[src/rtl/timer60_controller_if.sv]
// Control/status bundle between the timer controller, the user inputs and the
// two cascaded decimal digit counters.
interface timer60_controller_if;
  logic       Start;
  logic       Stop;
  logic       Clear;
  logic       Mode;
  logic [3:0] Tens;
  logic [3:0] Ones;
  logic       CntReset_n;
  logic       HoldOnes;
  logic       HoldTens;
  logic       Direction;
  logic       Running;
  logic       Done;

  // The master side is the user panel plus the counter datapath; the slave is the controller.
  modport master (
    output Start, Stop, Clear, Mode, Tens, Ones,
    input  CntReset_n, HoldOnes, HoldTens, Direction, Running, Done
  );

  modport slave (
    input  Start, Stop, Clear, Mode, Tens, Ones,
    output CntReset_n, HoldOnes, HoldTens, Direction, Running, Done
  );
endinterface

[src/rtl/timer60_controller.sv]
// Sequencing controller for the 60-second timer: resets and preloads the two
// digit counters, paces their steps from a prescaler and detects completion.
module timer60_controller #(
  parameter int TICK_DIV = 50000000,
  parameter int PW       = 26
) (
  input logic                 Clock,
  input logic                 Reset,
  timer60_controller_if.slave bus
);

  typedef enum logic [2:0] {CLEAR, PRELOAD, IDLE, RUN, PAUSE, DONE} state_t;

  localparam logic [PW-1:0] LAST = PW'(TICK_DIV - 1);

  state_t        state;
  logic [PW-1:0] prescaler;
  logic [1:0]    preload_cnt;
  logic          cnt_reset_n;
  logic          hold_ones;
  logic          hold_tens;
  logic          direction;
  logic          running;
  logic          done;

  logic go;
  logic wrap;
  logic boundary;
  logic terminal;

  assign go       = bus.Start && !bus.Stop;
  assign wrap     = (prescaler == LAST);
  assign boundary = direction ? (bus.Ones == 4'd0) : (bus.Ones == 4'd9);
  assign terminal = direction ? (bus.Tens == 4'd0 && bus.Ones == 4'd0)
                              : (bus.Tens == 4'd5 && bus.Ones == 4'd9);

  assign bus.CntReset_n = cnt_reset_n;
  assign bus.HoldOnes   = hold_ones;
  assign bus.HoldTens   = hold_tens;
  assign bus.Direction  = direction;
  assign bus.Running    = running;
  assign bus.Done       = done;

  // Holds are registered pulses: a low hold lasts exactly one cycle and the
  // counter steps on the edge that ends it.
  always_ff @(posedge Clock or posedge Reset) begin
    if (Reset) begin
      state       <= CLEAR;
      prescaler   <= '0;
      preload_cnt <= '0;
      cnt_reset_n <= 1'b0;
      hold_ones   <= 1'b1;
      hold_tens   <= 1'b1;
      direction   <= 1'b1;
      running     <= 1'b0;
      done        <= 1'b0;
    end else if (bus.Clear) begin
      state       <= CLEAR;
      preload_cnt <= '0;
      cnt_reset_n <= 1'b0;
      hold_ones   <= 1'b1;
      hold_tens   <= 1'b1;
      running     <= 1'b0;
      done        <= 1'b0;
    end else begin
      case (state)
        CLEAR: begin
          // Both digits sit at 9 here; down mode walks tens to 5, up mode wraps both to 0.
          direction   <= bus.Mode;
          cnt_reset_n <= 1'b1;
          hold_tens   <= 1'b0;
          hold_ones   <= bus.Mode;
          preload_cnt <= '0;
          state       <= PRELOAD;
        end

        PRELOAD: begin
          if (direction && preload_cnt != 2'd3) begin
            preload_cnt <= preload_cnt + 2'd1;
          end else begin
            hold_ones <= 1'b1;
            hold_tens <= 1'b1;
            state     <= IDLE;
          end
        end

        IDLE: begin
          if (go) begin
            prescaler <= '0;
            running   <= 1'b1;
            state     <= RUN;
          end
        end

        RUN: begin
          if (bus.Stop) begin
            // A wrap due this cycle is deferred so it fires right after resume.
            if (!wrap) prescaler <= prescaler + PW'(1);
            hold_ones <= 1'b1;
            hold_tens <= 1'b1;
            running   <= 1'b0;
            state     <= PAUSE;
          end else if (hold_ones && terminal) begin
            hold_ones <= 1'b1;
            hold_tens <= 1'b1;
            running   <= 1'b0;
            done      <= 1'b1;
            state     <= DONE;
          end else if (wrap) begin
            prescaler <= '0;
            hold_ones <= 1'b0;
            hold_tens <= !boundary;
          end else begin
            prescaler <= prescaler + PW'(1);
            hold_ones <= 1'b1;
            hold_tens <= 1'b1;
          end
        end

        PAUSE: begin
          if (go) begin
            running <= 1'b1;
            state   <= RUN;
          end
        end

        DONE: begin
          done <= 1'b1;
        end

        default: begin
          state       <= CLEAR;
          cnt_reset_n <= 1'b0;
          hold_ones   <= 1'b1;
          hold_tens   <= 1'b1;
          running     <= 1'b0;
          done        <= 1'b0;
        end
      endcase
    end
  end

endmodule

[src/flat_wrapper.sv]
// flat-port wrapper written by rule: the top's interface ports become plain ports
module timer60_controller_flat 
#(
  parameter int TICK_DIV = 50000000,
  parameter int PW       = 26
)
  (Clock, Reset, bus_Start, bus_Stop, bus_Clear, bus_Mode, bus_Tens, bus_Ones, bus_CntReset_n, bus_HoldOnes, bus_HoldTens, bus_Direction, bus_Running, bus_Done);
  timer60_controller_if bus_i ();
  input logic Clock;
  input logic Reset;
  input wire logic [$bits(bus_i.Start)-1:0] bus_Start;
  input wire logic [$bits(bus_i.Stop)-1:0] bus_Stop;
  input wire logic [$bits(bus_i.Clear)-1:0] bus_Clear;
  input wire logic [$bits(bus_i.Mode)-1:0] bus_Mode;
  input wire logic [$bits(bus_i.Tens)-1:0] bus_Tens;
  input wire logic [$bits(bus_i.Ones)-1:0] bus_Ones;
  output wire logic [$bits(bus_i.CntReset_n)-1:0] bus_CntReset_n;
  output wire logic [$bits(bus_i.HoldOnes)-1:0] bus_HoldOnes;
  output wire logic [$bits(bus_i.HoldTens)-1:0] bus_HoldTens;
  output wire logic [$bits(bus_i.Direction)-1:0] bus_Direction;
  output wire logic [$bits(bus_i.Running)-1:0] bus_Running;
  output wire logic [$bits(bus_i.Done)-1:0] bus_Done;
  assign bus_i.Start = bus_Start;
  assign bus_i.Stop = bus_Stop;
  assign bus_i.Clear = bus_Clear;
  assign bus_i.Mode = bus_Mode;
  assign bus_i.Tens = bus_Tens;
  assign bus_i.Ones = bus_Ones;
  assign bus_CntReset_n = bus_i.CntReset_n;
  assign bus_HoldOnes = bus_i.HoldOnes;
  assign bus_HoldTens = bus_i.HoldTens;
  assign bus_Direction = bus_i.Direction;
  assign bus_Running = bus_i.Running;
  assign bus_Done = bus_i.Done;
  timer60_controller #(.TICK_DIV(TICK_DIV), .PW(PW)) u_core (.Clock(Clock), .Reset(Reset), .bus(bus_i));
endmodule
[config.mk]
export PLATFORM = sky130hd
export DESIGN_NAME = timer60_controller_flat
export DESIGN_NICKNAME = d
export VERILOG_FILES = /design/src/rtl/timer60_controller_if.sv /design/src/rtl/timer60_controller.sv /design/src/flat_wrapper.sv
export SDC_FILE = /design/constraint.sdc
export NUM_CORES = 1
export LEC_CHECK = 0
export BUFFER_PORTS_ARGS = -buffer_cell sky130_fd_sc_hd__buf_2
export CORE_MARGIN = 5
export CORE_UTILIZATION = 50
export CTS_CLUSTER_SIZE = 12
export DETAILED_ROUTE_END_ITERATION = 7
export GPL_TIMING_DRIVEN = 0
export PLACE_DENSITY = 0.78
export SYNTH_ARGS = -nofsm -noshare
export SYNTH_HDL_FRONTEND = slang
export SYNTH_SLANG_ARGS = --single-unit
[constraint.sdc]
create_clock -name Clock -period 4.05 [get_ports Clock]
set_input_delay 0.2025 -clock Clock [delete_from_list [all_inputs] [get_ports Clock]]
set_output_delay 0.2025 -clock Clock [all_outputs]
set_load 0.01 [all_outputs]
==> run_results.csv <==
group,metric,value,unit
detailed_routing,route.detailed.vias_per_inst,6.42,
place,routabilityCongestion,0.855,
global_route,grt_antenna_before_repair,0,
setup_path,critical-path-top-cell-by-count,"clkbuf_1",
place,placement.cell_area,2620,um2
synthesis,synth_compound_area_share,22.4,%
place,dpl.hpwl,4.27,mm
floorplan,die_w,79.9,um
synthesis,synthFlopType,"dfrtp_1",
floorplan,placement_rows,25,
power_and_ir_drop,vdd_drop_max,0.351,mV
sta,final_slew_viol_count,0,
clocking,postCtsHoldBufs,0,
setup_path,timing.reg2reg.worst_path_depth,8,
detailed_routing,vias,2406,
clocking,worstSkewPairLatency,0.30,ns
cells_and_area,top_register,"u_core.prescaler",
sta,final-hold-violation-count,0,
place,io_buffers,18,
synthesis,synth.largest_area_cell,"dfrtp_1",
sta,f_max,360,MHz
status,run_status,"completed",
sta,period_minus_slack,2.78,ns
synthesis,synthCells,281,
setup_path,timing.critical_path.from_type,"register",
global_route,grt_max_degree,38,
synthesis,yosys_warnings,0,
setup_path,worstPathCellList,"clkbuf_1 > nor2b_1 > nand3_1 > a31oi_1 > clkbuf_1 > buf_1 > o2111ai_1 > o221ai_1",
detailed_routing,dr.pass1.iters,5,
synthesis,combined_area_of_all_synthesized_cells,2440,um2
hold_path,min-delay-path-class,"in2async",
power_and_ir_drop,power.static_leakage,1.09,nW
run,cap_violations,0,
cells_and_area,antenna_cells,0,
clocking,cts_buffers,5,
setup_path,timing.critical_path.to_type,"register",
cells_and_area,finish.net_count,323,
global_route,globalRoute.totalOverflow,0,
setup_path,timing.critical_path.max_delay_family,"buffers and inverters",
sta,rsz0062_at_grt,"no",
floorplan,ios,20,
setup_path,path_max_fanout,10,
sta,worst-slew-pin-transition,1.07,ns
global_route,grt_first_pass_wirelength,10.5,mm
detailed_routing,wirelength,6.12,mm
synthesis,synthAdderAreaFrac,1.02,%
power_and_ir_drop,cellPowerDensity,532,nW/um2
cells_and_area,layout_top_registers,"u_core.prescaler: 26 flops, u_core.state: 3 flops, u_core.preload_cnt: 2 flops",
synthesis,yosys-mux-area-fraction,0.870,%
clocking,clock_tree.buffer_depth,2,
synthesis,synth-simple-area-share,29.0,%
setup_path,timing.reg2reg.setup_slack,1.27,ns
sta,slew_headroom,27.7,%
cells_and_area,finalInstanceArea,2710,um2
synthesis,synthesis.nets,297,
sta,fin_worst_skew,0.0129,ns
setup_path,regToRegEndpoint,"u_core.prescaler[10]$_DFFE_PP0P_",
sta,setup-tns-final,0,ns
global_route,grt_pass1_vias,2175,
synthesis,synth-seq-area-share,38.0,%
setup_path,critical_path.reg2reg.startpoint,"u_core.state[1]$_DFFE_PP0P_",
global_route,track_usage,20.6,%
clocking,tritoncts,"yes",
cells_and_area,largest_register_ffs,26,
setup_path,cp_slowest_stage_delay,0.45,ns
detailed_routing,met1_length,2.71,mm
detailed_routing,wire_per_inst,16.3,um
clocking,cts_setup_buffers,0,
detailed_routing,top_layer_reached_by_signal_wires,"met4",
sta,finalSetupViolations,0,
detailed_routing,number_of_drc_violations_after_detailed_routing,0,
detailed_routing,met3WireLength,447,um
synthesis,synth_area_leaders,"dfrtp_1 (35%), o221ai_1 (5.4%), nand3_1 (5.1%), nand4_1 (4.1%), inv_1 (3.4%)",
detailed_routing,met2RoutedLength,2.87,mm
floorplan,die_area,6390,um2
synthesis,async_reset_ff_share,100,%
clocking,worst_setup_hold_path_clk_slew,0.09,ns
synthesis,synth-xor-area-share,0.358,%
synthesis,synth.top_cell.area_share,34.8,%
setup_path,timing.critical_path.slowest_stage_cell,"buf_1",
sta,post-route-period-util,68.6,%
setup_path,timing.setup.critical_path_class,"reg2reg",
clocking,cts_htree_levels,2,
synthesis,synthesis.area_per_instance,8.70,um2
setup_path,critical_path_buf_inv_count,3,
cells_and_area,final_layout_size_suffix_gt1_share,16.2,%
cells_and_area,synthToLayoutAreaGrowth,10.9,%
synthesis,synth.ff_latch_count,37,
floorplan,die_height,79.9,um
floorplan,start_util,51.7,%
synthesis,synth_enable_flop_cells,0,
clocking,cts_root_buf,"clkbuf_8",
clocking,clock-sinks,37,
synthesis,main_combinational_cell_family_by_area_after_synthesis,"simple AND/OR/NAND/NOR gates",
synthesis,synth.distinct_cells,58,
floorplan,placeableCoreArea,4720,um2
setup_path,worst_ep_arrival_time,2.98,ns
clocking,post_cts_resize_count,0,
setup_path,worst-endpoint-required,4.25,ns
detailed_routing,detail-route-antenna-nets,0,
detailed_routing,drt_first_iter_violations,238,
==> worst max path at each step <==
stage,start,to,slack [ns],cells after the start
after floorplan,u_core.prescaler[10]$_DFFE_PP0P_,u_core.prescaler[25]$_DFFE_PP0P_,1.69,6
after global placement,u_core.state[1]$_DFFE_PP0P_,u_core.prescaler[10]$_DFFE_PP0P_,1.37,8
after detailed placement,u_core.state[1]$_DFFE_PP0P_,u_core.prescaler[10]$_DFFE_PP0P_,1.36,8
after CTS,u_core.state[1]$_DFFE_PP0P_,u_core.prescaler[10]$_DFFE_PP0P_,1.32,8
after global routing,u_core.state[1]$_DFFE_PP0P_,u_core.prescaler[10]$_DFFE_PP0P_,1.07,8
final,u_core.state[1]$_DFFE_PP0P_,u_core.prescaler[10]$_DFFE_PP0P_,1.27,8
==> layer usage <==
metal / GRT usage [%] / vias up
li1: - / 1143
met1: 28.7 / 1132
met2: 32.3 / 118
met3: 3.61 / 13
met4: 6.59 / 0
met5: 0 / -
==> logic make-up (layout without fill, tap and decap cells) <==
| group | count (synthesis) | in the layout |
|---|---|---|
| xor gates and xnor gates | 1 | 1 |
| DFF | 37 | 37 |
| and+or+nand+nor | 124 | 124 |
| muxes | 2 | 2 |
| AOI/OAI and AO/OA | 72 | 72 |
| adders and majority gates | 2 | 2 |
| buffers and inverters | 43 | 70 |
==> layout make-up <==
type | instances | area, um2
Buffer | 20 | 115
Clock buffer | 5 | 68.8
Clock inverter | 3 | 17.5
Fill cell | 404 | 2010
Inverter | 23 | 86.3
Multi-Input combinational cell | 201 | 1310
Sequential cell | 37 | 930
Tap cell | 67 | 83.8
Timing Repair Buffer | 19 | 95.1
==> through the flow <==
| stage | power [mW] | util (%) | hold slack, ns | worst slack, ns | std cells |
|---|---|---|---|---|---|
| finish | 1.44 | 57.4 | 0.0469 | 1.27 | 375 |
| global route | 1.55 | 57.4 | 0.148 | 1.07 | 375 |
| CTS | 1.44 | 57.2 | 0.0989 | 1.32 | 374 |
| detailed placement | 1.17 | 55.4 | 0.408 | 1.36 | 366 |
| global placement | 1.15 | 55.4 | 0.458 | 1.37 | 366 |
| floorplan | 1.03 | - | 0.353 | 1.69 | 281 |
==> Yosys cell counts, drive strengths merged, types with 2 or more instances <==
cell type   n
nand4      16
o2111ai     2
dfrtp      34
a31oi      11
nor2       13
and3        5
nand3b      4
inv        22
or4         3
a211oi      3
nor2b       2
o221ai     15
a221o       5
nor3       10
o22ai       2
and2        3
o2111a      2
nand2b      5
buf         9
a22oi       2
o21ai       8
ha          2
o211ai      6
dfstp       3
or4b        2
a21oi       9
clkbuf     11
nand2      18
or3b        2
nand3      25
nor4        5
and4        6
==> power by group <==
part           switching, mW  internal (mW)
sequential             0.132          0.505
combinational          0.311          0.231
clock                  0.142          0.119
==> cell usage in the layout (no fill, tap or decap), types with 3 or more instances in the layout <==
cell / instances
a21oi_1: 9
a221o_1: 5
a31oi_1: 11
and2_1: 3
and3_1: 4
and4_1: 6
buf_2: 19
buf_6: 4
clkbuf_1: 10
clkbuf_8: 5
dfrtp_1: 34
dfstp_2: 3
inv_1: 21
nand2_1: 18
nand2b_1: 5
nand3_1: 25
nand3b_1: 4
nand4_1: 16
nor2_1: 13
nor3_1: 10
nor4_1: 4
o211ai_1: 6
o21ai_0: 7
o221ai_1: 15
Power figures use the tool's default switching activity.
